### src/rtl/uart_rx_pkg.sv
// Shared definitions for the UART receive path.
//   state_e       : receiver FSM state encoding (3-bit)
//   calc_divisor  : clocks per oversample tick, rounded to nearest
package uart_rx_pkg;

    typedef enum logic [2:0] {
        StIdle  = 3'd0,
        StStart = 3'd1,
        StData  = 3'd2,
        StStop  = 3'd3,
        StBreak = 3'd4
    } state_e;

    function automatic int unsigned calc_divisor(input int unsigned clock,
                                                 input int unsigned baud_rate,
                                                 input int unsigned oversample);
        return (clock + (baud_rate * oversample) / 2) / (baud_rate * oversample);
    endfunction

endpackage

### src/rtl/uart_rx_baud_rate_gen.sv
// Free-running oversample tick generator.
// Ports:
//   i_clock  in  system clock
//   i_reset  in  asynchronous active-low reset
//   o_tick   out one-cycle pulse every DIVISOR clocks
module baud_rate_gen
    import uart_rx_pkg::*;
#(
    parameter int unsigned CLOCK      = 50_000_000,
    parameter int unsigned BAUD_RATE  = 19200,
    parameter int unsigned OVERSAMPLE = 16
) (
    input  logic i_clock,
    input  logic i_reset,
    output logic o_tick
);

    localparam int unsigned Divisor = calc_divisor(CLOCK, BAUD_RATE, OVERSAMPLE);
    localparam int unsigned CntW    = (Divisor > 1) ? $clog2(Divisor) : 1;
    localparam logic [CntW-1:0] CntLast = CntW'(Divisor - 1);

    logic [CntW-1:0] cnt_q;
    logic [CntW-1:0] cnt_d;

    always_comb begin
        o_tick = (cnt_q == CntLast);
        cnt_d  = o_tick ? '0 : cnt_q + CntW'(1);
    end

    always_ff @(posedge i_clock or negedge i_reset) begin
        if (!i_reset) begin
            cnt_q <= '0;
        end else begin
            cnt_q <= cnt_d;
        end
    end

endmodule

### src/rtl/uart_rx.sv
// 8N1 (parameterisable) UART receiver with oversampled bit-centre sampling.
// Ports:
//   i_clock         in  system clock
//   i_reset         in  asynchronous active-low reset
//   i_rx            in  serial line, idles high, asynchronous to i_clock
//   o_rx_data       out last received word, LSB first on the line
//   o_rx_done_tick  out one-cycle pulse on a frame with a valid stop bit
//   o_frame_error   out one-cycle pulse when the stop bit is sampled low
//   o_busy          out high while a frame is in progress
module uart_rx
    import uart_rx_pkg::*;
#(
    parameter int unsigned CLOCK      = 50_000_000,
    parameter int unsigned BAUD_RATE  = 19200,
    parameter int unsigned N_BITS     = 8,
    parameter int unsigned OVERSAMPLE = 16
) (
    input  logic              i_clock,
    input  logic              i_reset,
    input  logic              i_rx,
    output logic [N_BITS-1:0] o_rx_data,
    output logic              o_rx_done_tick,
    output logic              o_frame_error,
    output logic              o_busy
);

    localparam int unsigned TickW = $clog2(OVERSAMPLE);
    localparam int unsigned BitW  = (N_BITS > 1) ? $clog2(N_BITS) : 1;
    localparam logic [TickW-1:0] TickHalf = TickW'(OVERSAMPLE / 2 - 1);
    localparam logic [TickW-1:0] TickLast = TickW'(OVERSAMPLE - 1);
    localparam logic [BitW-1:0]  BitLast  = BitW'(N_BITS - 1);

    logic tick;

    baud_rate_gen #(
        .CLOCK      (CLOCK),
        .BAUD_RATE  (BAUD_RATE),
        .OVERSAMPLE (OVERSAMPLE)
    ) u_baud_rate_gen (
        .i_clock (i_clock),
        .i_reset (i_reset),
        .o_tick  (tick)
    );

    // Two-flop synchronizer; resets to the idle line level.
    logic rx_meta_q;
    logic rx_sync_q;

    always_ff @(posedge i_clock or negedge i_reset) begin
        if (!i_reset) begin
            rx_meta_q <= 1'b1;
            rx_sync_q <= 1'b1;
        end else begin
            rx_meta_q <= i_rx;
            rx_sync_q <= rx_meta_q;
        end
    end

    state_e             state_q, state_d;
    logic [TickW-1:0]   tick_cnt_q, tick_cnt_d;
    logic [BitW-1:0]    bit_cnt_q, bit_cnt_d;
    logic [N_BITS-1:0]  shift_q, shift_d;
    logic [N_BITS-1:0]  data_q;
    logic               done_q, done_d;
    logic               err_q, err_d;
    logic               load_data;

    // State and datapath registers.
    always_ff @(posedge i_clock or negedge i_reset) begin
        if (!i_reset) begin
            state_q    <= StIdle;
            tick_cnt_q <= '0;
            bit_cnt_q  <= '0;
            shift_q    <= '0;
            data_q     <= '0;
            done_q     <= 1'b0;
            err_q      <= 1'b0;
        end else begin
            state_q    <= state_d;
            tick_cnt_q <= tick_cnt_d;
            bit_cnt_q  <= bit_cnt_d;
            shift_q    <= shift_d;
            done_q     <= done_d;
            err_q      <= err_d;
            if (load_data) begin
                data_q <= shift_q;
            end
        end
    end

    // Next-state logic.
    always_comb begin
        state_d    = state_q;
        tick_cnt_d = tick_cnt_q;
        bit_cnt_d  = bit_cnt_q;
        shift_d    = shift_q;
        case (state_q)
            StIdle: begin
                if (!rx_sync_q) begin
                    state_d    = StStart;
                    tick_cnt_d = '0;
                end
            end
            StStart: begin
                if (tick) begin
                    if (tick_cnt_q == TickHalf) begin
                        // High at mid start bit means a glitch, not a frame.
                        if (rx_sync_q) begin
                            state_d = StIdle;
                        end else begin
                            state_d    = StData;
                            tick_cnt_d = '0;
                            bit_cnt_d  = '0;
                        end
                    end else begin
                        tick_cnt_d = tick_cnt_q + TickW'(1);
                    end
                end
            end
            StData: begin
                if (tick) begin
                    if (tick_cnt_q == TickLast) begin
                        tick_cnt_d = '0;
                        shift_d    = {rx_sync_q, shift_q[N_BITS-1:1]};
                        if (bit_cnt_q == BitLast) begin
                            state_d   = StStop;
                            bit_cnt_d = '0;
                        end else begin
                            bit_cnt_d = bit_cnt_q + BitW'(1);
                        end
                    end else begin
                        tick_cnt_d = tick_cnt_q + TickW'(1);
                    end
                end
            end
            StStop: begin
                if (tick) begin
                    if (tick_cnt_q == TickLast) begin
                        tick_cnt_d = '0;
                        state_d    = rx_sync_q ? StIdle : StBreak;
                    end else begin
                        tick_cnt_d = tick_cnt_q + TickW'(1);
                    end
                end
            end
            StBreak: begin
                // Hold off new frames until the line returns to idle.
                if (rx_sync_q) begin
                    state_d = StIdle;
                end
            end
            default: begin
                state_d = StIdle;
            end
        endcase
    end

    // Output logic; pulses are registered so they land one clock after the stop sample.
    always_comb begin
        load_data = (state_q == StStop) && tick && (tick_cnt_q == TickLast);
        done_d    = load_data && rx_sync_q;
        err_d     = load_data && !rx_sync_q;
    end

    assign o_rx_data      = data_q;
    assign o_rx_done_tick = done_q;
    assign o_frame_error  = err_q;
    assign o_busy         = (state_q != StIdle);

endmodule
### config.mk
export PLATFORM = sky130hd
export DESIGN_NAME = uart_rx
export DESIGN_NICKNAME = d
export VERILOG_FILES = /design/src/rtl/uart_rx_pkg.sv /design/src/rtl/uart_rx_baud_rate_gen.sv /design/src/rtl/uart_rx.sv
export SDC_FILE = /design/constraint.sdc
export NUM_CORES = 1
export LEC_CHECK = 0
export ABC_AREA = 1
export BUFFER_PORTS_ARGS = -buffer_cell sky130_fd_sc_hd__buf_2
export CAP_MARGIN = 10
export CORE_MARGIN = 2
export CORE_UTILIZATION = 40
export DETAILED_ROUTE_END_ITERATION = 12
export PLACE_DENSITY = 0.59
export SKIP_LAST_GASP = 1
export SLEW_MARGIN = 40
export SYNTH_ARGS = -nofsm -noshare
export SYNTH_HDL_FRONTEND = slang
export SYNTH_SLANG_ARGS = --single-unit
### constraint.sdc
create_clock -name i_clock -period 3.7 [get_ports i_clock]
set_clock_uncertainty 0.2 [all_clocks]
set_input_delay 0.74 -clock i_clock [delete_from_list [all_inputs] [get_ports i_clock]]
set_output_delay 0.74 -clock i_clock [all_outputs]
set_load 0.02 [all_outputs]
==> metrics.cfg, run 1 <==
[cts]
postCtsSetupRepairBufs = 0
cts_buffer_depth = 2
clock_latency_ns = 0.29
clock-sinks = 38
cts_inserted_buffers = 5
cts_tree = built
root_buffer = clkbuf_8
cts_resized = 0
clkTransAtPathRegs_ns = 0.08
ctsHtreeMaxLevel = 2
hold_buffers = 0

[setup_path]
path_max_fanout = 7
cp.arrival_ns = 1.23
cp-startpoint = state_q[2]
worst-endpoint-required_ns = 2.76
r2r_start = tick_cnt_q[0]
criticalPathCategory = register to output port
critPathCaptureType = output port
crit_path_start_kind = register

[floorplan]
start_util_pct = 42.01
rows = 25
pin_count = 14
die_x_um = 74.90
core_area_mm2 = 0.004786
die-area_mm2 = 0.005610
die_y_um = 74.90

[drt]
drtPass1Iterations = 4
vias_per_cell = 4.739
dr_total_vias = 1526
ant_nets = 0
drt_iter0_drc = 95
drc_errors = 0
wl_per_cell_um = 11.20
wl_um = 3608

[logic_synthesis]
avgSynthCellArea_um2 = 8.484
synth_seq_cells = 38
synth.distinct_cells = 27
synthesis.instances = 237
yosysSeqAreaShare_pct = 47.42
yosys_warnings = 0
synthesis.nets = 245
syn_area_mm2 = 0.002011

[cells_and_area]
fin_util_pct = 46.59
fill_cells = 481
syn_to_final_growth_pct = 10.89
antennaDiodeCount = 0
final_nets = 262
final_area_mm2 = 0.002230
multi_input_area_um2 = 913.4
drive_above_1_share_pct = 25.49
layout.area.seq_um2 = 953.4

[timing]
maxSlewHeadroom_pct = 66.16
finalSetupTns_ns = 0
rsz0062_at_grt = no
hold_ws_ns = 0.1590
finalCriticalPeriod_ns = 2.174
drv_slew = 0
setup_viol = 0
hold_viol_final = 0
max_freq_mhz = 460.0
period_share_pct = 58.76
worst_pin_slew_ns = 0.5023

[global_routing]
grt_antenna_before_repair = 0
grt_overflow = 0
grt_pass1_vias = 1351
grt_usage_pct = 14.97
grt_pass1_wl_um = 6361
grt_max_degree = 39

[worst_hold_path]
hold_path_class = register to register
hold_path.startpoint = rx_meta_q

[placed_design]
place_congestion = 0.7758
placed_area_mm2 = 0.002135
hpwl_um = 2619
io_buffers = 13

[power_and_ir_drop]
powerDensity_mw_per_mm2 = 327.5
power_leakage_nw = 1.168
irDropWorstVdd_uv = 259.1
finalPower_w = 0.0007302

[status]
status = complete, no violations

[run]
cap_viol_max_count = 0

[report_power, final]
| part | internal (W) | switching, W | total [W] | leakage, nW |
|---|---|---|---|---|
| clock network | 0.000150 | 0.000151 | 0.000301 | 0.0472 |
| logic | 0.00000152 | 0.00000929 | 0.0000108 | 0.617 |
| registers | 0.000417 | 0.00000185 | 0.000419 | 0.505 |
| total | 0.000568 | 0.000162 | 0.000730 | 1.17 |
[cells by family (layout without fill, tap and decap cells)]
| logic type | count (synthesis) | in the layout | share of synthesized area (%) |
|---|---|---|---|
| buf+inv | 34 | 52 | 7.156 |
| flops | 38 | 38 | 47.42 |
| xor+xnor | 2 | 2 | 0.8713 |
| simple gates | 129 | 129 | 31.05 |
| compound gates | 29 | 29 | 10.39 |
| fa+ha+maj | 5 | 5 | 3.111 |
[flip-flops by register name, indices dropped and copies added (netlist names)]
signal / count
o_rx_data: 8
shift_q: 8
u_baud_rate_gen.cnt_q: 8
tick_cnt_q: 4
bit_cnt_q: 3
state_q: 3
o_frame_error: 1
o_rx_done_tick: 1
rx_meta_q: 1
rx_sync_q: 1
[critical path: stages, from the launching register on]
cell and delay [ns]:
dfrtp_1 0.54, inv_2 0.12, nand2_1 0.12, buf_2 0.17
[cells in the final DEF (no fill, tap or decap), types with 3 or more instances in the layout]
cell	instances
nand2_2	4
o21ai_1	5
ha_1	5
nand2_1	65
o21ai_2	16
inv_2	9
o21ai_0	4
nor2_4	4
inv_1	22
nand3_1	25
nor2_1	18
clkbuf_8	6
a21oi_1	3
dfrtp_1	36
buf_2	12
[Yosys cell counts]
cell / n / share of area (%)
xor2_1: 2 / 0.87
a21oi_2: 1 / 0.44
dfstp_2: 2 / 2.6
nor2_1: 18 / 3.4
nand2_1: 65 / 12
nand3_2: 2 / 1.0
nand2_2: 4 / 1.2
inv_1: 22 / 4.1
a21oi_1: 3 / 0.75
inv_2: 9 / 1.7
nor4_1: 1 / 0.31
o21ai_2: 16 / 7.0
o21ai_1: 5 / 1.2
nand2_4: 2 / 1.1
ha_1: 5 / 3.1
nor2_8: 1 / 1.0
o21ai_0: 4 / 1.0
nor2_2: 1 / 0.31
buf_2: 1 / 0.25
buf_6: 2 / 1.1
or2_0: 1 / 0.31
nand4_1: 1 / 0.31
nor3_2: 2 / 1.0
nor3_1: 2 / 0.50
nor2_4: 4 / 2.2
nand3_1: 25 / 6.2
dfrtp_1: 36 / 45
[metrics by stage]
stage          setup slack, ns  std cells
3_5_place_dp             1.833        314
3_3_place_gp             1.832        314
2_1_floorplan            1.978        237
5_1_grt                  1.442        322
4_1_cts                  1.511        322
6_report                 1.526        322
[metal layers]
metal,GRT usage (%),wire length (µm)
met1,22.35,1899
met2,20.76,1521
met3,3.748,131
met4,5.952,57
met5,0,0
[area by class of cell]
class | instances | area share (%)
clock buffers | 6 | 3.704
clock inverters | 2 | 0.5612
inverters | 31 | 5.219
multi-input cells | 165 | 40.97
flip-flops and latches | 38 | 42.76
well taps | 67 | 3.760
repair buffers | 13 | 3.030
[path summary, 6_finish.rpt]
path,depth (start not counted),slack (ns),to
setup / recovery,3,1.53,o_busy
hold / removal,0,0.16,rx_sync_q
setup reg to reg,10,1.84,state_q[1]
hold reg to reg,0,0.16,rx_sync_q
max in group asynchronous,1,2.74,rx_sync_q
min in group asynchronous,1,0.20,u_baud_rate_gen.cnt_q[3]
No activity file was read; power rests on OpenSTA's default activity.
==> run 2, diff against run 1 <==
clock period = 2.1 ns   (was 3.7 ns; I/O delays follow)
==> run 2 against run 1 <==
- via count decreased by 0.92%
- non-clock buffer count increased by 4
- sequential power grew 76%
- die area did not move
- sequential share of layout area fell by 0.82 points
- cell count is 1.2% higher
- hold slack lost 0.12 ns
- total power is 86% higher
- clock-buffer cell count fell by 1
- clock power rose by 100%
- register-to-register slack worse by 1.5 ns
- largest cell class unchanged
==> metrics.cfg, run 2 (same netlist as run 1, synthesis figures left out) <==
[timing]
drv_slew = 0
setup_viol = 0
max_freq_mhz = 544.2
finalCriticalPeriod_ns = 1.837
maxSlewHeadroom_pct = 65.06
hold_viol_final = 0
period_share_pct = 87.50
rsz0062_at_grt = no
finalSetupTns_ns = 0
finalWorstSetupSlack_ns = 0.2625
worst_pin_slew_ns = 0.5186

[cells_and_area]
antennaDiodeCount = 0
syn_to_final_growth_pct = 13.07
final_nets = 266
most-common-layout-cells = nand2_1, dfrtp_1, nand3_1, inv_1, nor2_1
fill_cells = 483
drive_above_1_share_pct = 26.25
final_common_cell = nand2_1

[drt]
vias_per_cell = 4.638
wl_per_cell_um = 10.88
drc_errors = 0
dr_total_vias = 1512
ant_nets = 0
drtPass1Iterations = 4
wl_um = 3546
drt_iter0_drc = 68

[global_routing]
grt_pass1_wl_um = 6368
grt_usage_pct = 14.76
grt_max_degree = 39
grt_overflow = 0
grt_antenna_before_repair = 0
grt_pass1_vias = 1458

[power_and_ir_drop]
irDropWorstVdd_uv = 432.5
powerDensity_mw_per_mm2 = 598.4
power_leakage_nw = 1.198

[setup_path]
crit_path_start_kind = register
critPathCaptureType = output port
path_max_fanout = 7
r2r_start = u_baud_rate_gen.cnt_q[0]
worst-endpoint-required_ns = 1.48
rrSetupSlack_ns = 0.33
cp-startpoint = state_q[2]
r2r-end = shift_q[6]
r2r.worst_path.cells = 9
cp.arrival_ns = 1.22
criticalPathCategory = register to output port

[cts]
ctsHtreeMaxLevel = 2
clkTransAtPathRegs_ns = 0.08
clock-sinks = 38
root_buffer = clkbuf_8
clock_latency_ns = 0.28
cts_tree = built
cts_buffer_depth = 2
cts_inserted_buffers = 5
postCtsSetupRepairBufs = 0

[floorplan]
die_x_um = 74.90
start_util_pct = 42.01
core_area_mm2 = 0.004786
pin_count = 14
rows = 25
die-area_mm2 = 0.005610
die_y_um = 74.90

[placed_design]
place_congestion = 0.8204
hpwl_um = 2606
io_buffers = 13
pre_cts_slack_ns = 0.3141

[status]
status = complete, no violations

[run]
cap_viol_max_count = 0

[worst_hold_path]
hold_path_class = primary input to register
hold_end = rx_meta_q
hold_path.startpoint = i_rx
whs_path_depth = 1

[run 2: cell count changes in the layout (fill, tap and decap cells not counted)]
| cell | delta |
|---|---|
| bufinv_16 | +1 |
| clkinvlp_4 | -1 |
| clkbuf_8 | -1 |
| buf_4 | +2 |
| dlygate4sd3_1 | +1 |
| buf_2 | +1 |
| clkinv_2 | +1 |
[run 2: through the flow]
step	std cells	power, W	hold slack (ns)	instance area [µm²]	util (%)
finish	326	0.001360	0.03565	2273	47.50
global route	326	0.001419	0.02140	2273	47.50
CTS	326	0.001383	0.02382	2273	47.50
detailed placement	317	0.0007741	0.1491	2155	45.02
global placement	317	0.0007742	0.1466	2155	45.02
floorplan	237	0.0007546	-0.07559	2011	-
[run 2: final cells by class]
cell class	instances	area (µm²)	area share [%]
clock inverter	3	40.04	1.761
multi-input combinational	165	913.4	40.18
inverter	31	116.4	5.118
sequential	38	953.4	41.94
timing repair buffer	17	97.59	4.293
clock buffer	5	68.82	3.027
tap	67	83.83	3.687
[run 2: layer usage]
metal	vias up	global-route usage, %	share of wire (%)
met3	2	4.016	3.8
met5	-	0	0
met1	687	21.05	51
li1	796	-	-
met2	27	22.12	44
met4	0	4.167	0.76
[run 2: worst max path at each step]
stage | end | slack (ns)
after detailed placement | o_rx_data[6] | 0.31
after global placement | o_rx_data[3] | 0.32
final | o_busy | 0.26
after global routing | tick_cnt_q[0] | 0.11
after CTS | o_busy | 0.25
after floorplan | shift_q[5] | 0.41
[run 2: what timing repair did]
item,4_1_cts,5_1_grt
setup endpoints to repair,0,0
hold buffers,1,0
hold endpoints to repair,30,0
resized for setup,0,0
[run 2: power breakdown]
part	internal [W]	switching, W	total, W	leakage (nW)
combinational	0.00000450	0.0000169	0.0000214	0.636
clock	0.000350	0.000251	0.000601	0.0579
sequential	0.000735	0.00000329	0.000738	0.505
[run 2: critical path, stage by stage (launching register included)]
cell	delay [ns]
dfrtp_1	0.54
inv_2	0.11
nand2_1	0.12
buf_2	0.17
==> run 3, diff against run 2 <==
PLACE_DENSITY = 0.57   (was 0.59)
==> run 3 against run 2 <==
- register-to-register slack got worse by 0.02 ns
- setup slack got worse by 0.0052 ns
- global-route usage grew 0.55 points
- clock-buffer cell count rose by 2
- sequential power barely moved
- sequential share of layout area decreased by 0.14 points
- core utilization is 0.16 points higher
- via count shrank 0.79%
- cell count unchanged
- fmax shrank 0.28%
- critical path type unchanged
==> metrics.cfg, run 3 (same netlist as run 1, synthesis figures left out) <==
[drt]
drtPass1Iterations = 4
wl_per_cell_um = 11.23
drt_iter0_drc = 90
dr_total_vias = 1500
vias_per_cell = 4.601
drc_errors = 0
wl_um = 3661
ant_nets = 0

[cts]
postCtsSetupRepairBufs = 0
clkTransAtPathRegs_ns = 0.07
cts_tree = built
root_buffer = clkbuf_8
cts_inserted_buffers = 5
ctsHtreeMaxLevel = 2
clock-sinks = 38
clock_latency_ns = 0.29
cts_buffer_depth = 2

[status]
status = complete, no violations

[timing]
hold_ws_ns = 0.02411
maxSlewHeadroom_pct = 62.43
hold_viol_final = 0
setup_viol = 0
finalSetupTns_ns = 0
max_freq_mhz = 542.7
period_share_pct = 87.75
rsz0062_at_grt = no
drv_slew = 0
finalCriticalPeriod_ns = 1.843
worst_pin_slew_ns = 0.5576

[placed_design]
place_congestion = 0.7934
placed_area_mm2 = 0.002155
io_buffers = 13
hpwl_um = 2625

[setup_path]
path_max_fanout = 7
cp.arrival_ns = 1.22
critPathCaptureType = output port
worst-endpoint-required_ns = 1.48
crit_path_start_kind = register
criticalPathCategory = register to output port

[run]
cap_viol_max_count = 0

[floorplan]
die-area_mm2 = 0.005610
start_util_pct = 42.01
die_x_um = 74.90
core_area_mm2 = 0.004786
die_y_um = 74.90
pin_count = 14
rows = 25

[cells_and_area]
drive_above_1_share_pct = 25.87
syn_to_final_growth_pct = 13.44
final_nets = 266
final_area_mm2 = 0.002281
most-common-layout-cells = nand2_1, dfrtp_1, nand3_1, inv_1, nor2_1
antennaDiodeCount = 0
final_common_cell = nand2_1
fill_cells = 477

[worst_hold_path]
hold_path_class = primary input to register

[global_routing]
grt_antenna_before_repair = 0
grt_pass1_wl_um = 6479
grt_overflow = 0
grt_pass1_vias = 1470
grt_usage_pct = 15.31
grt_max_degree = 39

[power_and_ir_drop]
irDropWorstVdd_uv = 381.1
powerDensity_mw_per_mm2 = 610.4
power_leakage_nw = 1.199

-- run 3: timing repair --
item                                    4_1_cts  5_1_grt
hold endpoints to repair                     36        0
gates resized for setup                       0        0
hold buffers                                  1        0
endpoints found under the setup margin        0        0
-- run 3: power breakdown --
part | switching, W | internal, W | leakage, nW
Clock | 0.000245 | 0.000387 | 0.0585
Sequential | 0.00000306 | 0.000735 | 0.505
Combinational | 0.0000172 | 0.00000450 | 0.636
-- run 3: through the flow --
| step | setup WS (ns) | power (W) | instances | util [%] |
|---|---|---|---|---|
| global route | 0.1293 | 0.001452 | 326 | 47.66 |
| floorplan | 0.4057 | 0.0007546 | 237 | - |
| detailed placement | 0.3194 | 0.0007740 | 317 | 45.02 |
| finish | 0.2573 | 0.001392 | 326 | 47.66 |
| global placement | 0.3233 | 0.0007739 | 317 | 45.02 |
| CTS | 0.2560 | 0.001418 | 326 | 47.66 |
-- run 3: critical path: stages, from the launching register on --
cell     delay [ns]
dfrtp_1        0.55
inv_2          0.12
nand2_1        0.11
buf_2          0.16
-- run 3: worst paths after layout --
| kind | end | depth (start not counted) | slack (ns) | from |
|---|---|---|---|---|
| worst max-delay path | o_busy | 3 | 0.26 | state_q[2] |
| worst min-delay path | rx_meta_q | 1 | 0.02 | i_rx |
| worst max register to register | shift_q[6] | 9 | 0.31 | u_baud_rate_gen.cnt_q[0] |
| worst min register to register | rx_sync_q | 0 | 0.16 | rx_meta_q |
| max in group asynchronous | rx_meta_q | 3 | 0.83 | i_reset |
| min in group asynchronous | u_baud_rate_gen.cnt_q[3] | 3 | 0.51 | i_reset |
-- run 3: layout make-up --
type | instances | area, µm² | share of cell area [%]
clock buffer | 7 | 86.33 | 3.785
clock inverter | 1 | 30.03 | 1.317
inverter | 31 | 116.4 | 5.101
multi-input combinational | 165 | 913.4 | 40.04
sequential | 38 | 953.4 | 41.80
tap | 67 | 83.83 | 3.675
timing repair buffer | 17 | 97.59 | 4.279
-- run 3: routing by layer --
layer | vias to the layer above | global-route usage (%) | routed length (µm)
met4 | 0 | 5.952 | 51
met2 | 17 | 23.29 | 1632
met3 | 4 | 4.016 | 117
li1 | 796 | - | -
met1 | 683 | 20.98 | 1859
met5 | - | 0 | 0
